--- src/rtl/rr_mux_arbiter_pkg.sv ---
// Shared definitions for the round-robin mux arbiter.
// State encoding, requester indices and a one-hot helper.
package rr_mux_arbiter_pkg;

  typedef enum logic {
    ST_IDLE  = 1'b0,
    ST_GRANT = 1'b1
  } state_t;

  localparam logic [1:0] REQ_A = 2'd0;
  localparam logic [1:0] REQ_B = 2'd1;
  localparam logic [1:0] REQ_C = 2'd2;
  localparam logic [1:0] REQ_D = 2'd3;

  // After reset requester A is searched first.
  localparam logic [1:0] LAST_RESET = REQ_D;

  function automatic logic [3:0] onehot4(input logic [1:0] idx);
    return 4'b0001 << idx;
  endfunction

endpackage

--- src/rtl/rr_mux_arbiter_mux.sv ---
// Four-input data mux steered by the arbiter select.
// Purely combinational.
module mux_4to1
  import rr_mux_arbiter_pkg::*;
#(
  parameter int N = 8
) (
  input  logic [1:0]   sel,
  input  logic [N-1:0] a,
  input  logic [N-1:0] b,
  input  logic [N-1:0] c,
  input  logic [N-1:0] d,
  output logic [N-1:0] y
);

  // Route the selected requester bus to the output.
  always_comb begin
    y = a;
    unique case (sel)
      REQ_A: y = a;
      REQ_B: y = b;
      REQ_C: y = c;
      REQ_D: y = d;
    endcase
  end

endmodule

--- src/rtl/rr_mux_arbiter_pick.sv ---
// Combinational round-robin priority rotator.
// Search starts one past last_winner and wraps.
module rr_pick4
  import rr_mux_arbiter_pkg::*;
(
  input  logic [3:0] req,
  input  logic [1:0] last_winner,
  output logic       any,
  output logic [1:0] winner
);

  logic [1:0] idx;

  assign any = |req;

  // Walk from farthest to nearest so the nearest hit is kept.
  always_comb begin
    winner = last_winner;
    idx    = last_winner;
    for (int i = 4; i >= 1; i--) begin
      idx = last_winner + 2'(i);
      if (req[idx]) winner = idx;
    end
  end

endmodule

--- src/rtl/rr_mux_arbiter.sv ---
// Four-way round-robin arbiter owning a shared N-bit datapath.
// Optional burst limit: define RR_ARB_BURST_LIMIT_EN.
module rr_mux_arbiter
  import rr_mux_arbiter_pkg::*;
#(
  parameter int N         = 8,
  parameter int MAX_BURST = 4
) (
  input  logic         clk,
  input  logic         rst,
  input  logic [3:0]   req,
  input  logic [N-1:0] data_a,
  input  logic [N-1:0] data_b,
  input  logic [N-1:0] data_c,
  input  logic [N-1:0] data_d,
  output logic [3:0]   gnt,
  output logic [1:0]   sel,
  output logic [N-1:0] out_data,
  output logic         out_valid
);

  state_t     state;
  logic [1:0] last_winner;
  logic       any;
  logic [1:0] winner;
  logic       owner_req;
  logic       rearb;

  assign owner_req = req[sel];
  assign out_valid = (state == ST_GRANT) & owner_req;

  rr_pick4 u_pick (
    .req         (req),
    .last_winner (last_winner),
    .any         (any),
    .winner      (winner)
  );

  mux_4to1 #(.N(N)) u_mux (
    .sel (sel),
    .a   (data_a),
    .b   (data_b),
    .c   (data_c),
    .d   (data_d),
    .y   (out_data)
  );

`ifdef RR_ARB_BURST_LIMIT_EN
  localparam int CW = $clog2(MAX_BURST);
  localparam logic [CW-1:0] CNT_MAX = CW'(MAX_BURST - 1);

  logic [CW-1:0] cnt;
  logic          others;
  logic          preempt;

  // In GRANT last_winner equals sel, so the picker skips the owner.
  assign others  = |(req & ~gnt);
  assign preempt = (cnt == CNT_MAX) && others;
  assign rearb   = (state == ST_IDLE) || !owner_req || preempt;

  // Consecutive-grant counter, saturating, cleared on any new owner.
  always_ff @(posedge clk or posedge rst) begin
    if (rst) begin
      cnt <= '0;
    end else if (!rearb) begin
      if (cnt != CNT_MAX) cnt <= cnt + 1'b1;
    end else begin
      cnt <= '0;
    end
  end
`else
  logic unused_burst;
  assign unused_burst = (MAX_BURST > 1);
  assign rearb = (state == ST_IDLE) || !owner_req;
`endif

  // Grant state: hold the owner, hand over with no bubble, or idle.
  always_ff @(posedge clk or posedge rst) begin
    if (rst) begin
      state       <= ST_IDLE;
      gnt         <= 4'b0000;
      sel         <= REQ_A;
      last_winner <= LAST_RESET;
    end else if (rearb) begin
      if (any) begin
        state       <= ST_GRANT;
        gnt         <= onehot4(winner);
        sel         <= winner;
        last_winner <= winner;
      end else begin
        state <= ST_IDLE;
        gnt   <= 4'b0000;
      end
    end
  end

endmodule
--- config.mk ---
export PLATFORM = sky130hd
export DESIGN_NAME = rr_mux_arbiter
export DESIGN_NICKNAME = d
export VERILOG_FILES = /design/src/rtl/rr_mux_arbiter_pkg.sv /design/src/rtl/rr_mux_arbiter_mux.sv /design/src/rtl/rr_mux_arbiter_pick.sv /design/src/rtl/rr_mux_arbiter.sv
export SDC_FILE = /design/constraint.sdc
export NUM_CORES = 1
export LEC_CHECK = 0
export CORE_MARGIN = 4
export CORE_UTILIZATION = 30
export CTS_CLUSTER_SIZE = 8
export DETAILED_ROUTE_END_ITERATION = 16
export MAX_ROUTING_LAYER = met4
export PLACE_DENSITY = 0.72
export SLEW_MARGIN = 20
export SYNTH_ARGS = -nofsm -noshare
export SYNTH_HDL_FRONTEND = slang
export SYNTH_HIERARCHICAL = 1
export SYNTH_SLANG_ARGS = --single-unit
--- constraint.sdc ---
create_clock -name clk -period 3.2 [get_ports clk]
set_input_delay 0.64 -clock clk [delete_from_list [all_inputs] [get_ports clk]]
set_output_delay 0.64 -clock clk [all_outputs]
set_load 0.005 [all_outputs]
Yosys cells after proc, flatten, opt, wreduce, memory -nomap -nowiden
Index checks and enable logic that the tools add are counted.
- bits in registers: 9
- output and inout port bits: 15
- word-level logic and storage cells: 36
- add/subtract/negate cells: 3
- $lt $le $gt $ge: 4
- equal/unequal tests: 3
- shifts and indexed selects: 1
- multiplexer cells: 14
- bitwise operators: 2
- reductions and logical operators: 5
- operators with widths (operator ; count):
    8-bit one-hot mux with 4 select lines ; 1
    2-bit by 3-bit less-than comparator with 1-bit output, second input constant ; 4
    1-bit binary-select mux with 2-bit select ; 4
    2-bit two-way mux ; 3
    1-bit two-way mux ; 5
    2-bit adder, second input constant ; 2
    2-bit equality test, second input constant ; 2
    4-bit two-way mux ; 1
    4-bit OR reduction ; 1
    1-bit by 2-bit left shift with 4-bit output, first input constant ; 1
    2-bit by 1-bit adder with 2-bit output, second input constant ; 1
    2-bit by 1-bit equality test with 1-bit output, second input constant ; 1
    2-bit zero test ; 1
    2-bit AND reduction ; 1
    1-bit AND ; 1
    1-bit zero test ; 1
    1-bit logical OR ; 1
    1-bit inverter ; 1

Logic depth before layout (Yosys ltp)
- depth in word-level cells: 8
- gate-level depth with buffers: 6
- mapped depth without buffers: 6

Modules after synthesis
The synthesis kept the hierarchy.
- by module, submodules not included (module ; instances ; cells an instance ; area an instance (sq um) ; seq. area each (sq um)):
    rr_mux_arbiter ; 1 ; 36 ; 442.9 ; 227.7
    mux_4to1 ; 1 ; 10 ; 196.4 ; 0.0
    rr_pick4 ; 1 ; 14 ; 72.6 ; 0.0

Worst setup path after synthesis
No wires, ideal clock.
- kind: register -> output
- start: register sel[0]
- end: output port out_data[0]
- arrival: 1.152 ns
- required time: 2.560 ns
- slack: 1.408 ns
- stages on the path, launching flop included: 3
- cells stage by stage: dfrtp_1 buf_6 mux4_2
- longest elaborated chain between the ends: 2
- ends and longest elaborated chain (element ; RTL line ; RTL):
    start, declared ; rr_mux_arbiter.sv:17 ; output logic [1:0] sel,
    start signal, assigned ; rr_mux_arbiter.sv:88 ; sel <= winner;
    2-bit equality test, or another cell as far along ; rr_mux_arbiter_mux.sv:19 ; unique case (sel)
    8-bit one-hot mux with 4 select lines (*) ; rr_mux_arbiter_mux.sv:19 ;
    end, declared ; rr_mux_arbiter.sv:18 ; output logic [N-1:0] out_data,
Every way passes the cells marked *; elsewhere a longest branch is shown, timed or not.

Worst setup path in the final report
- start: input port req[1]
- end: output port out_valid
- longest elaborated chain between the ends: 3
- ends and longest elaborated chain (element ; RTL line ; RTL):
    start, declared ; rr_mux_arbiter.sv:11 ; input logic [3:0] req,
    1-bit binary-select mux with 2-bit select ; rr_mux_arbiter.sv:29 ; assign owner_req = req[sel];
    1-bit two-way mux (not written as such) ; rr_mux_arbiter.sv:29 ;
    1-bit AND ; rr_mux_arbiter.sv:30 ; assign out_valid = (state == ST_GRANT) & owner_req;
    end, declared ; rr_mux_arbiter.sv:19 ; output logic out_valid
Every way passes these cells. The select of a mux whose other input is x is not followed.

==> out/qor.csv <==
metric,value,unit
status,"complete, no violations",
Lkg Pwr,0.000500,uW
setup violators final,0,
Pwr Total,960,uW
via count of the first global-routing pass,758,
min-delay worst type,reg -> reg,
Routed WL,2.26,mm
setup TNS,0,ns
die height,56.7,um
Layout area overhead,80.5,%
placed cell areas,1260,um^2
RSZ-0062 raised after global routing,no,
"Clk pin slew, worst setup/hold paths",0.05,ns
Initial Util,31.9,%
WP data required,2.56,ns
sequential share of the synthesized area,32.0,%
Antenna Nets Post-Route,0,
H-tree Lvls,1,
DRC Markers,0,
cts hold-fix bufs,0,
Core Region,2230,um^2
row cnt,17,
Tmin final,2.85,ns
first-pass GRT wire length,3.66,mm
R2R Setup Slk,1.53,ns
clk_lat worst skew,0.25,ns
Setup Buffers After CTS,0,
Final Max Slew Viols,0,
mux share of post-synthesis cell area,37.4,%
max_cap viols,0,
mean routed wirelength per cell,15.8,um
ANT cells,0,
clk sink count,9,
post-route cell area,1280,um^2
Final Hold Fails,0,
post-CTS sizing,0,
Via density,5.13,
via count,734,
DRT Pass-1 Iters,4,
Clock Root Buffer,clkbuf_4,
Slew headroom,69.1,%
Cells after DPL,139,
power density over cell area,747,nW/um^2
post-synthesis adder-cell area fraction,0,%
Post-Synth Simple-Gate Area,13.5,%
Max Freq,350,MHz
Die Footprint,3220,um^2
Detailed Route Iter0 Violations,10,
number of port buffers,52,
synthesized area per cell,11.9,um^2
#FFs+latches synth,9,
Die Width,56.7,um
Syn Inst Count,60,
pin slew with the least headroom to its limit,0.464,ns
CTS tree,yes,
worst-path maximum fanout,8,
critical path class,in -> out,
part of the cycle the worst path needs,89.2,%
post-DP HPWL,1.89,mm
peak supply drop,0.000523,V
share of cells above drive strength 1,19.1,%
Synth Net Count,98,
initial antenna violation count,0,
Fillers,203,
I/O pin count,53,
NumNets Final,154,
Tot GR Track Use,14.6,%
largest net degree at the start of global routing,14,
TritonCTS Buffers,3,
Worst setup EP type,output pin,
post-synthesis compound-gate area fraction,13.2,%
largest family of logic cells by synthesized area,multiplexers,
Worst Skew,0.00307,ns
"Warnings, synthesis",6,
distinct cell type count after synthesis,26,
synthesized area,712,um^2
final non-filler cell total,143,
Post-Synth XOR/XNOR Area,0,%
Startpoint Class,primary input,
maximum clock insertion buffer count,2,
grt ovf,0,
crit path DAT,2.21,ns
RePlAce Congestion,0.791,
## cells in the mapped netlist, drive strengths merged
cell type  n  area (um^2)
a21oi      2         10.0
a31oi      1         6.26
a32oi      1         8.76
and3       1         6.26
and3b      1         8.76
buf        1         11.3
clkbuf     1         5.00
dfrtp      7          175
dfstp      2         52.6
inv        3         11.3
mux2       5         56.3
mux2i      3         30.0
mux4       8          180
nand2      7         26.3
nand2b     3         18.8
nand4      1         6.26
nor2       3         11.3
nor3       1         5.00
nor3b      1         7.51
o211ai     2         15.0
o21ai      1         5.00
o221a      1         11.3
o221ai     1         8.76
o22ai      1         20.0
o2bb2ai    1         8.76
or2        1         6.26
## final timing paths
path	start	depth (start not counted)	end
worst max-delay path	req[1]	4	out_valid
max in group asynchronous	rst	2	last_winner[1]
min in group asynchronous	rst	2	gnt[2]
worst min register to register	gnt[3]	1	gnt[3]
worst max register to register	sel[1]	3	gnt[0]
worst min-delay path	gnt[3]	1	gnt[3]
## per-layer routing
metal	track usage (%)	vias to the layer above	share of wire (%)	routed length, um
met4	2.03	0	0	0
li1	-	347	-	-
met3	4.83	0	11	260
met1	18.6	334	46	1030
met2	23.3	53	43	967
met5	-	-	0	0
## report_power, final
part | internal [uW] | switching (uW)
Combinational | 415 | 220
Clock | 47.8 | 35.4
Sequential | 172 | 70.3
## flip-flops by register name, indices dropped and copies added (netlist names)
| name | cells |
|---|---|
| sel | 2 |
| last_winner | 2 |
| gnt | 4 |
| state | 1 |
## cell usage in the layout, fill, tap and decap left out, types with 2 or more instances in the layout
| master | count |
|---|---|
| clkdlybuf4s50_1 | 52 |
| mux4_2 | 8 |
| nand2_1 | 7 |
| dfrtp_1 | 7 |
| mux2_2 | 5 |
| nand2b_1 | 3 |
| mux2i_1 | 3 |
| inv_1 | 3 |
| nor2_1 | 3 |
| clkbuf_4 | 3 |
| o211ai_1 | 2 |
| dfstp_2 | 2 |
| a21oi_1 | 2 |
## logic make-up after synthesis
| logic type | Yosys count |
|---|---|
| mux | 16 |
| buf+inv | 5 |
| simple gates | 19 |
| flops | 9 |
| compound gates | 11 |
## metrics by stage
step	hold WS [ns]	utilization (%)	setup WS (ns)
after floorplan	0.466	-	1.41
after global placement	0.493	56.4	0.366
after detailed placement	0.498	56.4	0.357
after CTS	0.513	57.5	0.345
after global routing	0.534	57.5	0.284
final	0.509	57.5	0.346
## final cells by class
| cell class | instances | area (um^2) | share of cell area (%) |
|---|---|---|---|
| clock buffer | 4 | 26.3 | 2.04 |
| multi-input combinational | 46 | 457 | 35.5 |
| inverter | 3 | 11.3 | 0.876 |
| tap | 28 | 35.0 | 2.73 |
| sequential | 9 | 228 | 17.7 |
| timing repair buffer | 53 | 528 | 41.1 |
## worst max-delay path, cell delays in order
cell             delay, ns
clkdlybuf4s50_1       0.54
mux2i_1               0.18
o22ai_4               0.29
clkdlybuf4s50_1       0.56
Note: power is estimated with default switching activity, not from simulation.
